<file path="src/rtl/snn_pkg.sv">
// Shared definitions for the spiking output layer: FSM encoding, sizes,
// and the index-to-one-hot decode used by the winner-take-all controller.
package snn_pkg;

  localparam int unsigned P_WIDTH_DEF = 19;
  localparam int unsigned N_NEURONS   = 8;
  localparam int unsigned IDX_W       = 3;
  localparam int unsigned CNT_W       = 4;

  typedef enum logic [2:0] {
    S_IDLE    = 3'd0,
    S_COMPARE = 3'd1,
    S_DECIDE  = 3'd2,
    S_FIRE    = 3'd3,
    S_INHIBIT = 3'd4,
    S_REFRACT = 3'd5,
    S_DONE    = 3'd6
  } wta_state_t;

  function automatic logic [N_NEURONS-1:0] idx_to_onehot(input logic [IDX_W-1:0] idx);
    logic [N_NEURONS-1:0] oh;
    oh      = '0;
    oh[idx] = 1'b1;
    return oh;
  endfunction

endpackage

</file>
<file path="src/rtl/wta_controller_if.sv">
// Spike offer channel from the winner-take-all controller to the consumer.
//   o_spike_valid  : spike offer pending (controller -> consumer)
//   i_spike_ready  : consumer accepts spike (consumer -> controller)
//   o_spike_onehot : winning neuron, one-hot
//   o_spike_value  : winning membrane potential
interface wta_controller_if #(
  parameter int unsigned P_WIDTH = snn_pkg::P_WIDTH_DEF
) ();

  logic                           o_spike_valid;
  logic                           i_spike_ready;
  logic [snn_pkg::N_NEURONS-1:0]  o_spike_onehot;
  logic [P_WIDTH-1:0]             o_spike_value;

  modport master (
    output o_spike_valid,
    output o_spike_onehot,
    output o_spike_value,
    input  i_spike_ready
  );

  modport slave (
    input  o_spike_valid,
    input  o_spike_onehot,
    input  o_spike_value,
    output i_spike_ready
  );

endinterface

</file>
<file path="src/rtl/wta_max8.sv">
// Combinational 8-to-1 maximum finder with lowest-index tie-break.
//   i_potential : packed potentials, neuron n at [n*P_WIDTH +: P_WIDTH]
//   o_max_val   : largest potential
//   o_max_idx   : index of the largest potential (lowest index on ties)
module wta_max8 import snn_pkg::*; #(
  parameter int unsigned P_WIDTH = P_WIDTH_DEF
) (
  input  logic [N_NEURONS*P_WIDTH-1:0] i_potential,
  output logic [P_WIDTH-1:0]           o_max_val,
  output logic [IDX_W-1:0]             o_max_idx
);

  logic [P_WIDTH-1:0] w_v     [N_NEURONS];
  logic [P_WIDTH-1:0] w_p_val [4];
  logic [IDX_W-1:0]   w_p_idx [4];
  logic [P_WIDTH-1:0] w_q_val [2];
  logic [IDX_W-1:0]   w_q_idx [2];

  // Each stage keeps the lower-indexed candidate unless the upper one is strictly larger.
  always_comb begin
    for (int n = 0; n < int'(N_NEURONS); n++) begin
      w_v[n] = i_potential[n*P_WIDTH +: P_WIDTH];
    end
    for (int k = 0; k < 4; k++) begin
      if (w_v[2*k+1] > w_v[2*k]) begin
        w_p_val[k] = w_v[2*k+1];
        w_p_idx[k] = IDX_W'(2*k+1);
      end else begin
        w_p_val[k] = w_v[2*k];
        w_p_idx[k] = IDX_W'(2*k);
      end
    end
    for (int q = 0; q < 2; q++) begin
      if (w_p_val[2*q+1] > w_p_val[2*q]) begin
        w_q_val[q] = w_p_val[2*q+1];
        w_q_idx[q] = w_p_idx[2*q+1];
      end else begin
        w_q_val[q] = w_p_val[2*q];
        w_q_idx[q] = w_p_idx[2*q];
      end
    end
    if (w_q_val[1] > w_q_val[0]) begin
      o_max_val = w_q_val[1];
      o_max_idx = w_q_idx[1];
    end else begin
      o_max_val = w_q_val[0];
      o_max_idx = w_q_idx[0];
    end
  end

endmodule

</file>
<file path="src/rtl/wta_controller.sv">
// Winner-take-all sequencer for the 8-neuron output layer. Captures the
// potentials on a timestep strobe, finds the winner, offers a one-hot spike
// if it reaches threshold, pulses inhibition, then holds a refractory window.
//   i_clk, i_rst_n : clock, async active-low reset
//   i_step         : one-cycle timestep strobe
//   i_potential    : packed membrane potentials
//   i_threshold    : firing threshold (unsigned)
//   spike_if       : spike valid/ready channel (master side)
//   o_busy         : not IDLE
//   o_inhibit      : one-cycle lateral inhibition pulse
//   o_refractory   : in refractory window
//   o_step_done    : one-cycle pulse, timestep handled
//   o_overrun      : sticky, timestep arrived while evaluating
module wta_controller import snn_pkg::*; #(
  parameter int unsigned P_WIDTH   = P_WIDTH_DEF,
  parameter int unsigned P_REFRACT = 3
) (
  input  logic                         i_clk,
  input  logic                         i_rst_n,
  input  logic                         i_step,
  input  logic [N_NEURONS*P_WIDTH-1:0] i_potential,
  input  logic [P_WIDTH-1:0]           i_threshold,
  wta_controller_if.master             spike_if,
  output logic                         o_busy,
  output logic                         o_inhibit,
  output logic                         o_refractory,
  output logic                         o_step_done,
  output logic                         o_overrun
);

  wta_state_t                   r_state, w_next;
  logic [N_NEURONS*P_WIDTH-1:0] r_pot;
  logic [P_WIDTH-1:0]           r_thr;
  logic [P_WIDTH-1:0]           r_max_val;
  logic [IDX_W-1:0]             r_max_idx;
  logic [CNT_W-1:0]             r_cnt, w_cnt_next;
  logic                         r_spike_valid, r_busy, r_inhibit, r_refr, r_step_done, r_overrun;
  logic [N_NEURONS-1:0]         r_onehot;
  logic [P_WIDTH-1:0]           r_value;
  logic                         w_overrun_set, w_step_done_d;
  logic [P_WIDTH-1:0]           w_max_val;
  logic [IDX_W-1:0]             w_max_idx;

  wta_max8 #(.P_WIDTH(P_WIDTH)) u_max8 (
    .i_potential (r_pot),
    .o_max_val   (w_max_val),
    .o_max_idx   (w_max_idx)
  );

  // State register
  always_ff @(posedge i_clk or negedge i_rst_n) begin
    if (!i_rst_n) r_state <= S_IDLE;
    else          r_state <= w_next;
  end

  // Next-state, counter and event logic
  always_comb begin
    w_next        = r_state;
    w_cnt_next    = r_cnt;
    w_overrun_set = 1'b0;
    w_step_done_d = 1'b0;
    unique case (r_state)
      S_IDLE:    if (i_step) w_next = S_COMPARE;
      S_COMPARE: begin
        w_overrun_set = i_step;
        w_next        = S_DECIDE;
      end
      S_DECIDE:  begin
        w_overrun_set = i_step;
        w_next        = (r_max_val >= r_thr) ? S_FIRE : S_DONE;
      end
      S_FIRE:    begin
        w_overrun_set = i_step;
        if (spike_if.i_spike_ready) w_next = S_INHIBIT;
      end
      S_INHIBIT: begin
        w_overrun_set = i_step;
        w_cnt_next    = CNT_W'(P_REFRACT);
        w_next        = (P_REFRACT != 0) ? S_REFRACT : S_DONE;
      end
      S_REFRACT: begin
        // Steps inside the window are swallowed but still acknowledged.
        if (i_step) begin
          w_step_done_d = 1'b1;
          w_cnt_next    = r_cnt - CNT_W'(1);
          if (r_cnt == CNT_W'(1)) w_next = S_IDLE;
        end
      end
      S_DONE:    begin
        w_overrun_set = i_step;
        w_next        = S_IDLE;
      end
      default:   w_next = S_IDLE;
    endcase
    if (w_next == S_DONE) w_step_done_d = 1'b1;
  end

  // Datapath capture and registered outputs, all derived from the next state
  always_ff @(posedge i_clk or negedge i_rst_n) begin
    if (!i_rst_n) begin
      r_pot         <= '0;
      r_thr         <= '0;
      r_max_val     <= '0;
      r_max_idx     <= '0;
      r_cnt         <= '0;
      r_spike_valid <= 1'b0;
      r_onehot      <= '0;
      r_value       <= '0;
      r_busy        <= 1'b0;
      r_inhibit     <= 1'b0;
      r_refr        <= 1'b0;
      r_step_done   <= 1'b0;
      r_overrun     <= 1'b0;
    end else begin
      if (r_state == S_IDLE && i_step) begin
        r_pot <= i_potential;
        r_thr <= i_threshold;
      end
      if (r_state == S_COMPARE) begin
        r_max_val <= w_max_val;
        r_max_idx <= w_max_idx;
      end
      r_cnt         <= w_cnt_next;
      r_spike_valid <= (w_next == S_FIRE);
      r_onehot      <= (w_next == S_FIRE) ? idx_to_onehot(r_max_idx) : '0;
      r_value       <= (w_next == S_FIRE) ? r_max_val : '0;
      r_busy        <= (w_next != S_IDLE);
      r_inhibit     <= (w_next == S_INHIBIT);
      r_refr        <= (w_next == S_REFRACT);
      r_step_done   <= w_step_done_d;
      r_overrun     <= r_overrun | w_overrun_set;
    end
  end

  assign spike_if.o_spike_valid  = r_spike_valid;
  assign spike_if.o_spike_onehot = r_onehot;
  assign spike_if.o_spike_value  = r_value;
  assign o_busy       = r_busy;
  assign o_inhibit    = r_inhibit;
  assign o_refractory = r_refr;
  assign o_step_done  = r_step_done;
  assign o_overrun    = r_overrun;

endmodule
</file>
<file path="src/flat_wrapper.sv">
// flat-port wrapper written by rule: the top's interface ports become plain ports
module wta_controller_flat import snn_pkg::*;
#(
  parameter int unsigned P_WIDTH   = P_WIDTH_DEF,
  parameter int unsigned P_REFRACT = 3
)
  (i_clk, i_rst_n, i_step, i_potential, i_threshold, o_busy, o_inhibit, o_refractory, o_step_done, o_overrun, spike_if_o_spike_valid, spike_if_o_spike_onehot, spike_if_o_spike_value, spike_if_i_spike_ready);
  wta_controller_if #(.P_WIDTH(P_WIDTH)) spike_if_i ();
  input  logic i_clk;
  input  logic i_rst_n;
  input  logic i_step;
  input  logic [N_NEURONS*P_WIDTH-1:0] i_potential;
  input  logic [P_WIDTH-1:0] i_threshold;
  output logic o_busy;
  output logic o_inhibit;
  output logic o_refractory;
  output logic o_step_done;
  output logic o_overrun;
  output wire logic [$bits(spike_if_i.o_spike_valid)-1:0] spike_if_o_spike_valid;
  output wire logic [$bits(spike_if_i.o_spike_onehot)-1:0] spike_if_o_spike_onehot;
  output wire logic [$bits(spike_if_i.o_spike_value)-1:0] spike_if_o_spike_value;
  input wire logic [$bits(spike_if_i.i_spike_ready)-1:0] spike_if_i_spike_ready;
  assign spike_if_o_spike_valid = spike_if_i.o_spike_valid;
  assign spike_if_o_spike_onehot = spike_if_i.o_spike_onehot;
  assign spike_if_o_spike_value = spike_if_i.o_spike_value;
  assign spike_if_i.i_spike_ready = spike_if_i_spike_ready;
  wta_controller #(.P_WIDTH(P_WIDTH), .P_REFRACT(P_REFRACT)) u_core (.i_clk(i_clk), .i_rst_n(i_rst_n), .i_step(i_step), .i_potential(i_potential), .i_threshold(i_threshold), .spike_if(spike_if_i), .o_busy(o_busy), .o_inhibit(o_inhibit), .o_refractory(o_refractory), .o_step_done(o_step_done), .o_overrun(o_overrun));
endmodule
</file>
<file path="config.mk">
export PLATFORM = sky130hd
export DESIGN_NAME = wta_controller_flat
export DESIGN_NICKNAME = d
export VERILOG_FILES = /design/src/rtl/snn_pkg.sv /design/src/rtl/wta_controller_if.sv /design/src/rtl/wta_max8.sv /design/src/rtl/wta_controller.sv /design/src/flat_wrapper.sv
export SDC_FILE = /design/constraint.sdc
export NUM_CORES = 1
export LEC_CHECK = 0
export ABC_AREA = 1
export CAP_MARGIN = 20
export CORE_MARGIN = 2
export CORE_UTILIZATION = 45
export CTS_CLUSTER_SIZE = 10
export DETAILED_ROUTE_END_ITERATION = 12
export PLACE_DENSITY = 0.68
export SLEW_MARGIN = 10
export SYNTH_ARGS = -nofsm -noshare
export SYNTH_HDL_FRONTEND = slang
export SYNTH_SLANG_ARGS = --single-unit
</file>
<file path="constraint.sdc">
create_clock -name i_clk -period 6.2 [get_ports i_clk]
set_clock_uncertainty 0.05 [all_clocks]
set_input_delay 0.93 -clock i_clk [delete_from_list [all_inputs] [get_ports i_clk]]
set_output_delay 0.93 -clock i_clk [all_outputs]
set_load 0.005 [all_outputs]
</file>
# Word level (Yosys, flattened, before mapping)
# Index checks and enable logic that the tools add are counted.
# totals
output_inout_bits	33
in_bits	175
regBits	233
# op_classes
eq_ne	12
n_bitwise	1
addsub	1
n_mux	30
magnitude_cmp	10
reduce_logical	7
# ops
cell	count
2-to-1 mux 19 bit	8
> comparator 19 bit	7
2-to-1 mux 3 bit	8
>= comparator 19 bit	1
== test 3 bit, second input constant	6
case mux 3 bit (6 select lines)	1
== test 3 x 2 -> 1 bit, second input constant	3
2-to-1 mux 1 bit	9
2-to-1 mux 8 bit	1
case mux 4 bit (2 select lines)	1
OR reduction 5 bit	1
== test 4 x 1 -> 1 bit, second input constant	1
< comparator 3 x 4 -> 1 bit, second input constant	1
2-to-1 mux 4 bit	1
subtractor 4 x 1 -> 4 bit, second input constant	1
demux 1 bit (select 3 bit)	1
== test 3 x 1 -> 1 bit, second input constant	1
>= comparator 3 x 1 -> 1 bit, second input constant	1
zero test 3 bit	1
nonzero test 3 bit	1
logical AND 1 bit	2
!= test 2 bit, second input constant	1
AND reduction 2 bit	1
nonzero test 2 bit	1
OR 1 bit	1

# Depth between registers and ports, before layout
# Gate-level depths: netlist (run 1).
# logic_depth
word_depth	6
mapped_depth	43
ltp_nobuf	40

# Modules after synthesis
# A second synthesis (run 1) with hierarchy kept.
# hier_totals
cells_unflattened	1723
hier_area_um2	15437.3
# by_module_without_submodules
mod	cells_per_inst	area_per_inst_um2	seq_area_each_um2	n_inst
wta_controller	696	9465.3	5830.6	1
wta_max8	1027	5972.0	0.0	1

# Worst setup path after synthesis (run 1)
# OpenSTA, ideal clock, no wires.
# synth_path
path_kind	flip-flop to flip-flop
start	register u_core.r_pot[90]
end	register u_core.r_max_val[10]
period_less_slack_ns	4.516
path_slack_ns	1.684
stages_incl_launch_ff	33
t_arrival_ns	4.397
path_cell_list	dfrtp_1 inv_1 ha_1 nand2_1 inv_1 nand2_1 nand2_1 a21oi_1 nand3_2 nand2_2 buf_2 nand2_1 and2_1 ha_1 inv_1 nor2_2 nand2_1 nor2_1 nand3_1 nand3_2 nand2_1 inv_2 buf_6 nand3_1 and2_1 ha_1 nand2_1 nor4b_2 nand4_1 a21oi_4 buf_6 nand3_1 nand3_1
# synth_between
elab_chain_len	6
# synth_lines
element	line_no	text
from (decl)	wta_controller.sv:32	logic [N_NEURONS*P_WIDTH-1:0] r_pot;
from (signal assigned)	wta_controller.sv:116	r_pot <= i_potential;
> comparator 19 bit	wta_max8.sv:25	if (w_v[2*k+1] > w_v[2*k]) begin
2-to-1 mux 19 bit (*)	wta_max8.sv:25	
> comparator 19 bit	wta_max8.sv:34	if (w_p_val[2*q+1] > w_p_val[2*q]) begin
2-to-1 mux 19 bit (*)	wta_max8.sv:34	
> comparator 19 bit	wta_max8.sv:42	if (w_q_val[1] > w_q_val[0]) begin
2-to-1 mux 19 bit (*)	wta_max8.sv:42	
to (signal assigned)	wta_controller.sv:120	r_max_val <= w_max_val;
to (decl)	wta_controller.sv:34	logic [P_WIDTH-1:0] r_max_val;
# Every way passes the cells marked *; elsewhere a longest branch is shown, timed or not.
# A chain may end at the register's enable or synchronous reset.

# Final worst setup path (run 1)
# layout_path
start	register u_core.r_pot[94]
end	register u_core.r_max_val[3]
# The elaborated chain is that of the path after synthesis.

==> metrics, run 1 <==
PortBufs=207; Post-Synth Simple-Gate Area=26.8%; Final Slew Violations=0; starting DRC count in detailed routing=1036; Worst path top cell family by delay=simple AND/OR/NAND/NOR gates; RSZ-0062 raised after global routing=false; first-pass GRT wire length=67.0 mm; Total GRT Usage=25.1%; CTS Buffer Depth=3; CTS tree=done; drt via density=5.26; sequential element share of the synthesized area=39.5%; Post-Route WL=42.4 mm; critical path launch point type=register; initial antenna violation count=0; Sum Neg Setup Slack=0 ns; CP required=6.63 ns; H-tree lvl count=1; GR Overflow Total=0; Final min period=5.67 ns; Die Ht=185 um; Synth Instances=1790; via count=12800; worst skew pair latency=0.55 ns; xor/xnor share of the synthesized area=0%; average size of a mapped cell=8.25 sq um; final net count=2312; Max FO, Critical Path=20; post-CTS setup buffers=0; CP max stage delay=0.36 ns; synth warn=0; CP endpoint kind=register; clock sinks=233; Mapped Area=14800 sq um; # rows=66; Core ar.=32500 sq um; DP HPWL=33.5 mm; Initial Util=45.5%; clk slew on worst S/H paths=0.06 ns; gpl congestion=0.986; Final Cycle Share=91.4%; CP Buf/Inv Count=5; transition time of the tightest slew-check pin=0.964 ns; Worst Hold Class=input port to async pin; die area=34300 sq um; routed length per instance=17.4 um; clock buffer count from CTS=28; achievable frequency=0.177 GHz; I/O pin count=208; endpoints failing setup=0; main combinational cell family by area after synthesis=simple AND/OR/NAND/NOR gates; syn nets=2119; Crit-path slowest cell=dfrtp_1; Post-Synth Adder-Cell Area=13.1%; crit path DAT=6.09 ns; Root Driver=clkbuf_16; status=completed; pin count of the biggest net entering global routing=138; first-pass iteration count of the detailed router=7; area grow syn2layout=21.3%; post-route ant nets=0; WS Path Type=register to register; CP dominant cell by count=nand2_1; max cap viols=0; Final Hold Vio Count=0; Netlist cell types=44; #FFs+latches synth=233; ANT cells=0; post-synthesis mux area share=5.57%; Die W=185 um; relative slew slack=35.7%; layout cells sized above 1=8.54%; DRC=0; number of global-route vias before repair=12600; Compound-Gate Fraction of Synth Area=6.95%
==> cells in the mapped netlist (all sizes together) <==
cell	count	area [sq um]
o21ai	24	120
a211oi	1	7.51
ha	154	1930
clkbuf	12	65.1
and3	4	25.0
mux2	73	822
clkinv	1	3.75
dfrtp	233	5830
nand4	13	118
a31oi	1	6.26
nand2	379	1450
nor2	184	726
nor4	1	6.26
o22ai	1	6.26
a21o	6	45.0
buf	46	334
nor3	10	60.1
and2	39	244
o211ai	2	15.0
dlygate4sd1	1	8.76
o21bai	1	7.51
inv	209	785
o21a	1	7.51
nor4b	1	15.0
nand3	233	1310
a21oi	159	811
nand3b	1	7.51
==> final cells by class <==
| cell class | instances | area [sq um] |
|---|---|---|
| multi-input combinational | 1288 | 7760 |
| tap | 442 | 553 |
| inverter | 210 | 788 |
| timing repair buffer | 222 | 2200 |
| fill | 3009 | 14500 |
| sequential | 233 | 5830 |
| clock inverter | 2 | 15.0 |
| clock buffer | 35 | 758 |
==> cell families (layout without fill, tap and decap cells) <==
family          count (synthesis)  count (layout)
fa+ha+maj                     154             154
simple gates                  865             865
buf+inv                       269             469
compound gates                196             196
flops                         233             233
mux                            73              73
==> worst register-to-register path: cells and delay by family, from the launching register on <==
family	cells	cell delay, ns
adders and majority gates	3	0.85
and+or+nand+nor	20	3.08
DFF	1	0.36
AOI/OAI and AO/OA	3	0.50
buffers and inverters	5	0.74
==> placed cells by master (no fill, tap or decap), types with 3 or more instances in the layout <==
cell,Yosys,final
and2_1,39,39
nand3_1,205,205
dfrtp_1,233,233
ha_1,154,154
mux2_2,68,68
inv_1,206,206
o21ai_0,24,24
buf_4,2,14
nor2_1,176,176
nand3_2,28,27
inv_2,3,3
nand2_2,5,4
clkbuf_16,0,29
mux2_1,5,5
a21o_1,6,6
nand2_1,372,372
clkdlybuf4s50_1,0,206
nor3_1,8,8
a21oi_1,157,157
and3_1,4,4
nor2_2,5,4
clkbuf_1,10,5
nor2_4,3,4
nand4_1,10,10
==> metrics by stage <==
step / util [%] / setup WS [ns] / hold slack [ns] / std cells / area (sq um)
2_1_floorplan: - / 1.68 / 0.418 / 1790 / 14800
3_3_place_gp: 52.8 / 0.449 / 0.421 / 2395 / 17100
3_5_place_dp: 52.8 / 0.411 / 0.425 / 2395 / 17100
4_1_cts: 55.1 / 0.389 / 0.417 / 2432 / 17900
5_1_grt: 55.2 / 0.0570 / 0.431 / 2432 / 17900
6_report: 55.2 / 0.535 / 0.351 / 2432 / 17900
==> what timing repair did <==
item / 4_1_cts / 5_1_grt
gates resized for setup: 0 / 2
endpoints found under the setup margin: 0 / 15
endpoints found under the hold margin: 0 / 0
hold buffers: 0 / 0
==> path summary, 6_finish.rpt <==
path                                              start                               to  slack, ns  depth (start not counted)
min in group i_clk           u_core.o_overrun$_DFF_PN0_       u_core.o_overrun$_DFF_PN0_       0.44                          1
min                                             i_rst_n    u_core.r_pot[105]$_DFFE_PN0P_       0.35                          1
max in group asynchronous                       i_rst_n      u_core.r_thr[1]$_DFFE_PN0P_       4.38                          2
min reg2reg                  u_core.o_overrun$_DFF_PN0_       u_core.o_overrun$_DFF_PN0_       0.44                          1
max                        u_core.r_pot[94]$_DFFE_PN0P_  u_core.r_max_val[3]$_DFFE_PN0P_       0.53                         31
max reg2reg                u_core.r_pot[94]$_DFFE_PN0P_  u_core.r_max_val[3]$_DFFE_PN0P_       0.53                         31
==> registers in the layout (all words and copies together) (netlist names) <==
| name | flops |
|---|---|
| u_core.spike_if.o_spike_value | 19 |
| u_core.o_step_done | 1 |
| u_core.o_inhibit | 1 |
| u_core.r_thr | 19 |
| u_core.r_state | 3 |
| u_core.o_refractory | 1 |
| u_core.r_pot | 152 |
| u_core.r_max_val | 19 |
| u_core.o_busy | 1 |
| u_core.spike_if.o_spike_valid | 1 |
| u_core.o_overrun | 1 |
| u_core.spike_if.o_spike_onehot | 8 |
| u_core.r_cnt | 4 |
| u_core.r_max_idx | 3 |
==> per-layer routing <==
metal,routed length (um),up-vias,GRT usage [%],share of wire [%]
met1,20300,6087,36.6,48
met2,18400,393,38.6,43
met3,2480,71,3.56,5.8
met4,1240,0,7.27,2.9
met5,0,-,0,0
li1,-,6241,-,-
Power of run 1 is left out: the tool's default activity adds up to more than one toggle a clock period on the data nets, which glitch-free logic cannot reach.
==> run 2: changes to the inputs <==
- SKIP_LAST_GASP: unset -> 1
==> results of run 2 <==
Same layout as run 1: the final DEF is identical, and so are final timing and power.
Power of run 2 is left out for the same reason.
